$ cat config.mk
export PLATFORM = sky130hd
export DESIGN_NAME = count_monitor_flat
export DESIGN_NICKNAME = d
export VERILOG_FILES = /design/src/rtl/count_mon_pkg.sv /design/src/rtl/count_monitor_if.sv /design/src/rtl/count_monitor.sv /design/src/flat_wrapper.sv
export SDC_FILE = /design/constraint.sdc
export NUM_CORES = 1
export LEC_CHECK = 0
export ABC_AREA = 1
export BUFFER_PORTS_ARGS = -buffer_cell sky130_fd_sc_hd__buf_4
export CAP_MARGIN = 5
export CORE_UTILIZATION = 54
export CTS_CLUSTER_SIZE = 20
export DETAILED_ROUTE_END_ITERATION = 8
export GPL_TIMING_DRIVEN = 0
export PLACE_DENSITY = 0.82
export SYNTH_ARGS = -nofsm -noshare
export SYNTH_HDL_FRONTEND = slang
export SYNTH_SLANG_ARGS = --single-unit
$ cat constraint.sdc
create_clock -name clk -period 2 [get_ports clk]
set_input_delay 0.4 -clock clk [delete_from_list [all_inputs] [get_ports clk]]
set_output_delay 0.4 -clock clk [all_outputs]
set_load 0.1 [all_outputs]
$ cat src/rtl/count_mon_pkg.sv
// count_mon_pkg: shared state type, default parameters and wrap-safe next-value helper
package count_mon_pkg;
  typedef enum logic [1:0] {IDLE, ACQ, TRACK} state_t;
  localparam int DEF_W      = 4;
  localparam int DEF_LOCK_N = 2;
  localparam int DEF_ERR_W  = 8;
  localparam int MAX_W      = 32;
  // Result is masked to w bits so up/down wrap stays modulo 2^w for any w <= MAX_W.
  function automatic logic [MAX_W-1:0] next_val(input logic [MAX_W-1:0] v, input logic up, input int unsigned w);
    logic [MAX_W-1:0] mask;
    mask = (w >= MAX_W) ? '1 : ((MAX_W'(1) << w) - MAX_W'(1));
    return (up ? v + MAX_W'(1) : v - MAX_W'(1)) & mask;
  endfunction
endpackage

$ cat src/rtl/count_monitor_if.sv
// count_monitor_if: observed-counter inputs and monitor status outputs
interface count_monitor_if #(parameter int W = 4, parameter int ERR_W = 8);
  logic             en;
  logic             sel;
  logic [W-1:0]     cnt_in;
  logic             clr_err;
  logic             locked;
  logic             err_pulse;
  logic [ERR_W-1:0] err_count;
  logic [W-1:0]     exp_out;
  modport master(output en, sel, cnt_in, clr_err, input locked, err_pulse, err_count, exp_out);
  modport slave(input en, sel, cnt_in, clr_err, output locked, err_pulse, err_count, exp_out);
endinterface

$ cat src/rtl/count_monitor.sv
// count_monitor: locks onto an up/down counter and counts step errors once tracking
module count_monitor
  import count_mon_pkg::*;
#(
  parameter int W      = DEF_W,
  parameter int LOCK_N = DEF_LOCK_N,
  parameter int ERR_W  = DEF_ERR_W
) (
  input logic clk,
  input logic reset,
  count_monitor_if.slave bus
);
  state_t           r_state;
  logic [3:0]       r_match;
  logic [W-1:0]     r_exp;
  logic [ERR_W-1:0] r_err;
  logic             r_pulse;
  logic             r_locked;
  logic [W-1:0]     w_next;
  logic             w_hit;
  logic [3:0]       w_match_inc;
  logic             w_lock;
  logic [ERR_W-1:0] w_err_base;
  logic [ERR_W-1:0] w_err_inc;
  assign w_next      = W'(next_val(MAX_W'(bus.cnt_in), bus.sel, W));
  assign w_hit       = bus.cnt_in == r_exp;
  assign w_match_inc = r_match + 4'd1;
  assign w_lock      = w_match_inc >= 4'(LOCK_N);
  // Clear happens before the increment so clr_err plus an error leaves a count of one.
  assign w_err_base  = bus.clr_err ? '0 : r_err;
  assign w_err_inc   = &w_err_base ? w_err_base : w_err_base + ERR_W'(1);
  always_ff @(posedge clk) begin
    if (reset) begin
      r_state  <= IDLE;
      r_match  <= '0;
      r_exp    <= '0;
      r_err    <= '0;
      r_pulse  <= 1'b0;
      r_locked <= 1'b0;
    end else begin
      r_pulse <= 1'b0;
      r_err   <= w_err_base;
      if (!bus.en) begin
        r_state  <= IDLE;
        r_locked <= 1'b0;
      end else begin
        r_exp <= w_next;
        case (r_state)
          IDLE: begin
            r_match <= '0;
            r_state <= ACQ;
          end
          ACQ: begin
            r_match <= w_hit ? w_match_inc : 4'd0;
            if (w_hit && w_lock) begin
              r_state  <= TRACK;
              r_locked <= 1'b1;
            end
          end
          TRACK: begin
            if (!w_hit) begin
              r_pulse  <= 1'b1;
              r_err    <= w_err_inc;
              r_match  <= '0;
              r_state  <= ACQ;
              r_locked <= 1'b0;
            end
          end
          default: begin
            r_state  <= IDLE;
            r_locked <= 1'b0;
          end
        endcase
      end
    end
  end
  assign bus.locked    = r_locked;
  assign bus.err_pulse = r_pulse;
  assign bus.err_count = r_err;
  assign bus.exp_out   = r_exp;
endmodule

$ cat src/flat_wrapper.sv
// flat-port wrapper written by rule: the top's interface ports become plain ports
module count_monitor_flat import count_mon_pkg::*;
#(
  parameter int W      = DEF_W,
  parameter int LOCK_N = DEF_LOCK_N,
  parameter int ERR_W  = DEF_ERR_W
)
  (clk, reset, bus_en, bus_sel, bus_cnt_in, bus_clr_err, bus_locked, bus_err_pulse, bus_err_count, bus_exp_out);
  count_monitor_if #(.W(W), .ERR_W(ERR_W)) bus_i ();
  input logic clk;
  input logic reset;
  input wire logic [$bits(bus_i.en)-1:0] bus_en;
  input wire logic [$bits(bus_i.sel)-1:0] bus_sel;
  input wire logic [$bits(bus_i.cnt_in)-1:0] bus_cnt_in;
  input wire logic [$bits(bus_i.clr_err)-1:0] bus_clr_err;
  output wire logic [$bits(bus_i.locked)-1:0] bus_locked;
  output wire logic [$bits(bus_i.err_pulse)-1:0] bus_err_pulse;
  output wire logic [$bits(bus_i.err_count)-1:0] bus_err_count;
  output wire logic [$bits(bus_i.exp_out)-1:0] bus_exp_out;
  assign bus_i.en = bus_en;
  assign bus_i.sel = bus_sel;
  assign bus_i.cnt_in = bus_cnt_in;
  assign bus_i.clr_err = bus_clr_err;
  assign bus_locked = bus_i.locked;
  assign bus_err_pulse = bus_i.err_pulse;
  assign bus_err_count = bus_i.err_count;
  assign bus_exp_out = bus_i.exp_out;
  count_monitor #(.W(W), .LOCK_N(LOCK_N), .ERR_W(ERR_W)) u_core (.clk(clk), .reset(reset), .bus(bus_i));
endmodule
==> results of run 1 <==
## final timing paths
path / startpoint / endpoint / slack (ns) / cells after the start
setup / recovery: u_core.r_match[1] / u_core.bus.locked / 0.34 / 11
hold / removal: reset / u_core.r_match[3] / 0.29 / 2
setup reg to reg: u_core.r_match[1] / u_core.bus.locked / 0.34 / 11
hold reg to reg: u_core.bus.locked / u_core.bus.locked / 0.47 / 2
## cell usage after synthesis
library cell / n
o21ai_0: 7
dfxtp_1: 20
o22ai_1: 1
inv_4: 1
o221ai_1: 1
nand3_2: 1
buf_4: 2
inv_1: 27
fa_1: 1
nand3_1: 9
o21ai_2: 1
or2_2: 1
nand2_2: 6
inv_2: 1
a21oi_1: 11
ha_1: 5
a21oi_2: 2
nor2_2: 3
buf_6: 1
nand4_1: 3
nor2_1: 26
xor2_1: 4
nor3_2: 1
nand2_1: 43
o21ai_1: 1
xnor2_1: 3
nor2_4: 5
## cells by family (layout without fill, tap and decap cells)
family | Yosys count | in the layout | synth area share, %
adders and majority gates | 6 | 6 | 6.452
and+or+nand+nor | 98 | 98 | 36.07
DFF | 20 | 20 | 31.28
AOI/OAI and AO/OA | 24 | 24 | 10.65
buffers and inverters | 32 | 56 | 10.75
xor gates and xnor gates | 7 | 7 | 4.790
## power breakdown
part	switching, mW	internal (mW)	total, mW
sequential	0.00885	0.406	0.415
clock	0.122	0.111	0.233
combinational	0.114	0.0500	0.164
total	0.245	0.567	0.812
## sequential cells by signal, summed over array words and instances (netlist names)
register	cells
u_core.r_match	4
u_core.bus.exp_out	4
u_core.r_state	2
u_core.bus.err_count	8
u_core.bus.locked	1
u_core.bus.err_pulse	1
## through the flow
step           std cells  setup slack, ns  hold slack [ns]  util (%)
3_3_place_gp         235           0.4014           0.4546     65.71
2_1_floorplan        187          0.08735           0.4621         -
5_1_grt              239           0.1248           0.2863     67.34
3_5_place_dp         235           0.3507           0.4549     65.71
6_report             239           0.3409           0.2876     67.34
4_1_cts              239           0.3219           0.2805     67.34
## routing by layer
layer / part of all wire, % / vias up
met4: 0.76 / 0
met3: 3.9 / 4
li1: - / 633
met5: 0 / -
met2: 51 / 31
met1: 44 / 540
## layout make-up
cell class | instances | area [µm²]
buffer | 3 | 26.28
sequential | 20 | 402.9
multi-input combinational | 135 | 742.0
timing repair buffer | 20 | 150.1
inverter | 29 | 111.4
fill | 195 | 729.5
clock buffer | 4 | 36.28
tap | 28 | 35.03
==> results.yml, run 1 <==
flow_run:
  cap_violations: 0
floorplan:
  io_pins: 23
  die_h_um: 50.69
  start_util_pct: 57.31
  core_um2: 2233
  dieArea_um2: 2569
  row_count: 17
  die_w_um: 50.69
clock_network:
  clk_pin_slew_ns: 0.12
  clk_path_buf_depth: 2
  cts-root-buf: "clkbuf_4"
  cts_tree: "yes"
  post_cts_resized: 0
  ctsHtreeMaxLevel: 1
  cts.sinks: 20
  post-cts-setup-buffers: 0
  numCtsBuffers: 3
  clk_latency_ns: 0.30
  hold_buffers: 0
pwr:
  powerDensity_nw_per_um2: 540.0
  finalPower_mw: 0.8122
  ir_drop_mv: 0.5007
  p_leak_nw: 0.7020
synth:
  synth_cells: 187
  yosys_warnings: 0
  synthTopCellsByArea: "dfxtp_1, nand2_1, inv_1"
  syn-num-nets: 202
  synth_top_area_cell: "dfxtp_1"
  synth_cell_type_count: 27
  ys_ff_latch: 20
  synth_top_area_share_pct: 31.28
  ys_seq_area_share_pct: 31.28
  postSynthAreaPerCell_um2: 6.845
  netlist_area_um2: 1280
critical_path:
  worstPathMaxFanout: 5
  crit_path_end_kind: "flop"
  worst_path_largest_cell_delay_ns: 0.42
  cp.buffers_inverters: 2
  worst_setup_path_start_kind: "flop"
  arrival_ns: 1.89
  cpLargestDelayFamily: "simple AND/OR/NAND/NOR gates"
  worstPathRequired_ns: 2.23
  critPathKind: "reg2reg"
  critPathSlowestCell: "dfxtp_1"
  crit_top_cell: "nand2_1"
  cp_cell_sequence: "inv_1, ha_1, inv_1, or2_2, nor2_1, nand2_1, nand2_1, nand2_1, nand2_1, nand2_1, a21oi_1"
timing:
  hold_viol: 0
  slew-limit-headroom_pct: 81.37
  clock_skew_ns: 0.01127
  tightest_slew_ns: 0.2817
  rsz0062_at_grt: "no"
  setup-violations-final: 0
  finalCriticalPeriod_ns: 1.659
  drv_slew: 0
  fmax_ghz: 0.6027
  fin_setup_tns_ns: 0
  period_share_pct: 82.96
final_layout:
  mostFrequentLayoutCells: "nand2_1, inv_1, nor2_1"
  area_growth_pct: 17.50
  antennaDiodeCount: 0
  final_area_um2: 1504
  num-nets-final: 227
  layout-drive-gt1-share_pct: 24.17
  final_common_cell: "nand2_1"
grt:
  grt_pass1_vias: 1156
  grt_use_met2_pct: 44.67
  antenna_found_initial: 0
  grt.total_usage_pct: 23.75
  grt_pass1_wl_um: 4636
  grt_max_degree: 12
  gr-usage-met3_pct: 3.636
  grt_busiest_layer: "met2"
  grt_overflow: 0
  use_met1_pct: 26.63
place:
  dp_hpwl_um: 2104
  dpl-instance-area_um2: 1468
  routabilityCongestion: 0.8163
  port_buffers: 20
drt:
  drc: 0
  drtIter0Drc: 34
  postRouteAntennaNets: 0
  wl_um: 2638
  viasPerCell: 5.054
  avgRoutedWirePerCell_um: 11.04
  vias: 1208
  drtPass1Iterations: 4
outcome:
  status: "finished clean"
min_path:
  holdCritPathClass: "in2reg"
Power figures use the tool's default switching activity.
==> run 2: changes to the inputs <==
--- a/config.mk
+++ b/config.mk
@@ -5,14 +5,14 @@
 export SDC_FILE = /design/constraint.sdc
 export NUM_CORES = 1
 export LEC_CHECK = 0
-export ABC_AREA = 1
+export ABC_AREA = 0
 export BUFFER_PORTS_ARGS = -buffer_cell sky130_fd_sc_hd__buf_4
 export CAP_MARGIN = 5
-export CORE_UTILIZATION = 54
+export CORE_UTILIZATION = 48
 export CTS_CLUSTER_SIZE = 20
 export DETAILED_ROUTE_END_ITERATION = 8
 export GPL_TIMING_DRIVEN = 0
-export PLACE_DENSITY = 0.82
+export PLACE_DENSITY = 0.78
 export SYNTH_ARGS = -nofsm -noshare
 export SYNTH_HDL_FRONTEND = slang
 export SYNTH_SLANG_ARGS = --single-unit
==> constraint.sdc (replaced) <==
create_clock -name clk -period 1.5 [get_ports clk]
set_input_delay 0.3 -clock clk [delete_from_list [all_inputs] [get_ports clk]]
set_output_delay 0.3 -clock clk [all_outputs]
set_load 0.1 [all_outputs]
==> run 2 against run 1 <==
Compared with the run above: the run now ends with setup timing left; routed wire length down 3.9%; combinational power increased by 43%; first-iteration DRC count is 71% lower; critical path type unchanged.
==> results.yml, run 2 <==
outcome:
  status: "finished, violations left"
  violations: "setup timing"
critical_path:
  reg2reg_depth: 6
  worst_path_largest_cell_delay_ns: 0.40
  setup.worst_path.start: "u_core.bus.err_count[0]"
  endpoint: "u_core.bus.err_count[4]"
  critPathSlowestCell: "or4_1"
  critPathKind: "reg2reg"
  crit_path_end_kind: "flop"
  cp_cell_sequence: "and2b_2, ha_4, and3_4, and3_4, or4_1, a21boi_1"
  reg2reg_to: "u_core.bus.err_count[4]"
  rr_startpoint: "u_core.bus.err_count[0]"
  crit_top_cell: "and3_4"
  arrival_ns: 1.90
  worstPathRequired_ns: 1.74
  worstPathMaxFanout: 4
  cp.buffers_inverters: 0
  r2r_slack_ns: -0.16
  cpLargestDelayFamily: "simple AND/OR/NAND/NOR gates"
  crit_cells: 6
  worst_setup_path_start_kind: "flop"
timing:
  tightest_slew_ns: 0.5218
  hold_viol: 0
  drv_slew: 0
  worst_slack_ns: -0.1645
  finalCriticalPeriod_ns: 1.664
  fmax_ghz: 0.6008
  slew-limit-headroom_pct: 65.14
  period_share_pct: 111.0
  setup-violations-final: 5
  holdWs_ns: 0.2286
  clock_skew_ns: 0.002877
  rsz0062_at_grt: "yes"
synth:
  ys_top_cells_by_count: "dfxtp_1, nand3_1, inv_1, nor2_1, o21ai_0"
  syn-num-nets: 145
  netlist_area_um2: 1155
  ys.flop_type: "dfxtp_1"
  async_flop_share_pct: 0
  synth_cells: 130
  postSynthAreaPerCell_um2: 8.884
  synthTopCellsByArea: "dfxtp_1, ha_1, xnor2_1"
  ys_ff_latch: 20
  synth_top_area_share_pct: 34.67
  synth_edf_count: 0
  yosys_warnings: 0
  synth_cell_type_count: 41
  synth.most_common_cell: "dfxtp_1"
  ys_seq_area_share_pct: 34.67
  synth_top_area_cell: "dfxtp_1"
grt:
  grt_max_degree: 13
  grt_pass1_vias: 997
  grt_overflow: 0
  antenna_found_initial: 0
  grt_pass1_wl_um: 4153
  grt.total_usage_pct: 20.90
drt:
  viasPerCell: 5.537
  drtPass1Iterations: 4
  drc: 0
  vias: 1041
  wl_um: 2536
  drtIter0Drc: 10
  avgRoutedWirePerCell_um: 13.49
  postRouteAntennaNets: 0
place:
  placed_cells: 178
  dpl-instance-area_um2: 1399
  port_buffers: 20
  dp_slack_ns: -0.3115
  routabilityCongestion: 0.8018
  dp_hpwl_um: 1805
final_layout:
  area_growth_pct: 37.49
  stdcell_count: 188
  mostFrequentLayoutCells: "buf_4, inv_1, nor2_1, dfxtp_4, dfxtp_1"
  final_area_um2: 1588
  num-nets-final: 176
  final_common_cell: "buf_4"
  layout-drive-gt1-share_pct: 42.50
  largest_register_ffs: 8
  n_fill_cell: 157
  antennaDiodeCount: 0
clock_network:
  cts-root-buf: "clkbuf_4"
  ctsHtreeMaxLevel: 1
  cts_tree: "yes"
  clk_pin_slew_ns: 0.12
  clk_latency_ns: 0.30
  hold_buffers: 0
  numCtsBuffers: 3
  clk_path_buf_depth: 2
  cts.sinks: 20
floorplan:
  die_h_um: 51.05
  die_w_um: 51.05
  start_util_pct: 51.71
  dieArea_um2: 2606
  row_count: 17
  core_um2: 2233
  io_pins: 23
pwr:
  finalPower_mw: 1.229
  powerDensity_nw_per_um2: 773.9
  p_leak_nw: 0.6471
  ir_drop_mv: 0.7265
flow_run:
  cap_violations: 0
min_path:
  holdCritPathClass: "in2reg"
-- run 2: cell types whose count changed after synthesis, moves of 4 or more --
cell      change
nand2_1      -39
inv_1        -18
nor2_1       -17
nand2_2       -6
nor2_4        -5
nor3b_1       +5
a21oi_1       -4
mux2i_1       +4
nand2b_1      +4
xnor2_1       +4
-- run 2: where the power goes --
part / switching, mW / internal [mW]
clock network: 0.174 / 0.270
registers: 0.0160 / 0.535
logic: 0.149 / 0.0847
total: 0.340 / 0.889
-- run 2: cell families after synthesis --
| kind of cell | after synthesis | synth area share [%] |
|---|---|---|
| buf+inv | 13 | 5.201 |
| flops | 20 | 34.67 |
| xor+xnor | 8 | 6.067 |
| mux | 6 | 5.417 |
| simple gates | 46 | 24.27 |
| fa+ha+maj | 6 | 7.151 |
| compound gates | 31 | 17.23 |
-- run 2: what timing repair did --
item / 4_1_cts / 5_1_grt
gates resized for setup: 4 / 12
setup buffers: 6 / 0
endpoints found under the setup margin: 7 / 15
pin swaps: 5 / 3
-- run 2: metal layers --
layer  vias to the layer above  wire length, µm  share of wire [%]  track usage, %
li1                        528                -                  -               -
met1                       500             1147                 45           24.27
met2                        11             1331                 52           38.38
met3                         2               48                1.9           2.679
met4                         0                9               0.35           7.870
met5                         -                0                  0               0
-- run 2: worst min-delay path by stage --
stage / startpoint / to / slack [ns] / depth (start not counted)
after floorplan: bus_cnt_in[0] / u_core.bus.exp_out[0] / 0.39 / 1
after CTS: bus_cnt_in[0] / u_core.bus.exp_out[0] / 0.20 / 2
after global placement: u_core.r_match[3] / u_core.r_match[3] / 0.47 / 2
after global routing: bus_cnt_in[0] / u_core.bus.exp_out[0] / 0.22 / 2
after detailed placement: u_core.bus.err_count[5] / u_core.bus.err_count[5] / 0.49 / 2
final: bus_cnt_in[0] / u_core.bus.exp_out[0] / 0.23 / 2
-- run 2: stage by stage --
stage	TNS (ns)	util [%]
floorplan	-1.203	-
global placement	-1.242	62.63
detailed placement	-1.552	62.63
CTS	-0.4601	67.73
global route	-0.8284	71.09
finish	-0.4176	71.09
-- run 2: cell type report --
cell class / instances / area [µm²] / share of cell area (%)
buffer: 4 / 27.53 / 1.734
clock buffer: 3 / 22.52 / 1.418
clock inverter: 1 / 30.03 / 1.891
inverter: 9 / 33.78 / 2.128
multi-input combinational: 97 / 805.8 / 50.75
sequential: 20 / 437.9 / 27.58
tap: 28 / 35.03 / 2.206
timing repair buffer: 26 / 195.2 / 12.29
==> run 3: changes to the inputs <==
--- a/config.mk
+++ b/config.mk
@@ -8,11 +8,12 @@
 export ABC_AREA = 0
 export BUFFER_PORTS_ARGS = -buffer_cell sky130_fd_sc_hd__buf_4
 export CAP_MARGIN = 5
-export CORE_UTILIZATION = 48
+export CORE_UTILIZATION = 53
 export CTS_CLUSTER_SIZE = 20
 export DETAILED_ROUTE_END_ITERATION = 8
 export GPL_TIMING_DRIVEN = 0
-export PLACE_DENSITY = 0.78
+export PLACE_DENSITY = 0.81
+export SLEW_MARGIN = 25
 export SYNTH_ARGS = -nofsm -noshare
 export SYNTH_HDL_FRONTEND = slang
 export SYNTH_SLANG_ARGS = --single-unit
==> constraint.sdc (replaced) <==
create_clock -name clk -period 1.6 [get_ports clk]
set_input_delay 0.32 -clock clk [delete_from_list [all_inputs] [get_ports clk]]
set_output_delay 0.32 -clock clk [all_outputs]
set_load 0.1 [all_outputs]
==> run 3 against run 2 <==
Compared with the run above: the flow still finishes with violations (setup timing); clock power shrank 44%; critical path depth is the same; die area shrank 9.1%; global-route usage grew 2.2 points; hold slack lost 0.0067 ns; sequential share of layout area grew 0.62 points; power shrank 20%; combinational power shrank 8%; largest power group unchanged.
==> results.yml, run 3 (synthesis results as in run 2) <==
outcome:
  status: "finished, violations left"
  violations: "setup timing"
drt:
  drtIter0Drc: 20
  drtPass1Iterations: 4
  viasPerCell: 5.634
  postRouteAntennaNets: 0
  drc: 0
  avgRoutedWirePerCell_um: 13.85
  vias: 1048
  wl_um: 2577
pwr:
  seqPwrFrac_pct: 52.9
  finalPower_mw: 0.9836
  p_int_mw: 0.6725
  switching_power_mw: 0.3111
  power.share.switching_pct: 31.63
  ir_drop_mv: 0.6685
  p_leak_nw: 0.6179
  powerDensity_nw_per_um2: 644.3
  power.share.combinational_pct: 21.9
  clkPwrFrac_pct: 25.2
clock_network:
  cts-root-buf: "clkbuf_4"
  clk_latency_ns: 0.30
  cts.sinks: 20
  hold_buffers: 0
  cts_tree: "yes"
  clk_pin_slew_ns: 0.11
  ctsHtreeMaxLevel: 1
  clk_path_buf_depth: 2
  numCtsBuffers: 3
critical_path:
  cp_cell_sequence: "and2b_2, ha_4, and3_4, and3_4, or4_1, a21boi_1"
  crit_path_end_kind: "flop"
  rr_startpoint: "u_core.bus.err_count[0]"
  worst_path_largest_cell_delay_ns: 0.40
  crit_top_cell: "and3_4"
  critPathKind: "reg2reg"
  reg2reg_depth: 6
  worstPathRequired_ns: 1.84
  reg2reg_to: "u_core.bus.err_count[4]"
  critPathSlowestCell: "or4_1"
  r2r_slack_ns: -0.07
  worstPathMaxFanout: 4
  worst_setup_path_start_kind: "flop"
  arrival_ns: 1.90
timing:
  slew-limit-headroom_pct: 67.88
  fin_setup_tns_ns: -0.09970
  setup-violations-final: 2
  rsz0062_at_grt: "yes"
  clock_skew_ns: 0.003481
  tightest_slew_ns: 0.4818
  fmax_ghz: 0.6006
  period_share_pct: 104.1
  hold_viol: 0
  finalCriticalPeriod_ns: 1.665
  drv_slew: 0
  worst_slack_ns: -0.06511
floorplan:
  die_h_um: 48.68
  start_util_pct: 57.69
  core_um2: 2002
  row_count: 16
  io_pins: 23
  die_w_um: 48.68
  dieArea_um2: 2370
place:
  dpl-instance-area_um2: 1389
  routabilityCongestion: 0.8095
  placed_cells: 177
  port_buffers: 20
  dp_hpwl_um: 1826
final_layout:
  final_area_um2: 1526
  area_growth_pct: 32.18
  largest_register_ffs: 8
  stdcell_count: 186
  postLayoutCoreUtil_pct: 76.25
  final_common_cell: "buf_4"
  num-nets-final: 175
  layout-drive-gt1-share_pct: 39.62
  antennaDiodeCount: 0
  mostFrequentLayoutCells: "buf_4, inv_1, nor2_1"
flow_run:
  cap_violations: 0
grt:
  grt_pass1_wl_um: 4326
  grt_max_degree: 12
  grt_overflow: 0
  antenna_found_initial: 0
  grt_pass1_vias: 1010
  grt.total_usage_pct: 23.08
min_path:
  hold_path_depth: 2
  holdCritPathClass: "in2reg"
  min-delay-start: "bus_cnt_in[0]"
  holdPathEnd: "u_core.bus.exp_out[0]"
run 3: cell types whose count changed in the layout (fill, tap and decap cells not counted), moves of 2 or more:
cell and delta:
dfxtp_2 +3, dfxtp_4 -3, xnor2_1 +2, xnor2_2 -2
run 3: what timing repair did:
action	4_1_cts	5_1_grt
endpoints found under the setup margin	9	12
setup buffers	6	0
pin swaps	4	4
gates resized for setup	3	10
gates cloned	0	0
run 3: worst max-delay path by stage:
stage                            startpoint                       to  slack [ns]
detailed placement              bus_clr_err  u_core.bus.err_count[4]       -0.24
finish              u_core.bus.err_count[0]  u_core.bus.err_count[4]       -0.07
floorplan           u_core.bus.err_count[0]  u_core.bus.err_count[4]       -0.18
global placement                bus_clr_err  u_core.bus.err_count[4]       -0.21
global route        u_core.bus.err_count[1]  u_core.bus.err_count[4]       -0.10
CTS                 u_core.bus.err_count[0]  u_core.bus.err_count[4]       -0.09
run 3: power by group through the flow:
stage          Clock (mW)  Combinational (mW)  Sequential, mW
2_1_floorplan           0              0.0844           0.595
3_3_place_gp            0               0.196           0.529
3_5_place_dp            0               0.201           0.531
4_1_cts             0.246               0.204           0.519
5_1_grt             0.263               0.229           0.522
6_report            0.248               0.216           0.520
run 3: metal layers:
metal	part of all wire (%)	GRT usage (%)	vias up	wire (µm)
met5	0	0	-	0
li1	-	-	532	-
met4	1.0	7.353	0	26
met1	44	26.37	500	1142
met2	53	43.75	12	1358
met3	1.9	2.830	4	49
run 3: final cells by class:
cell class / count / area, µm²
buffer: 3 / 22.52
clock buffer: 3 / 22.52
clock inverter: 1 / 3.754
fill: 138 / 475.5
inverter: 9 / 33.78
multi-input combinational: 97 / 784.5
sequential: 20 / 430.4
tap: 27 / 33.78
timing repair buffer: 26 / 195.2
run 3: critical path, delay by kind of cell (launching register included):
kind	cells	cell delay (ns)
compound gates	1	0.12
fa+ha+maj	1	0.16
flops	1	0.36
simple gates	4	0.96
run 3: stage by stage:
stage | hold WS [ns] | setup WS [ns]
after floorplan | 0.4088 | -0.1778
after global placement | 0.4661 | -0.2097
after detailed placement | 0.4767 | -0.2363
after CTS | 0.2232 | -0.08544
after global routing | 0.2332 | -0.1017
final | 0.2219 | -0.06511
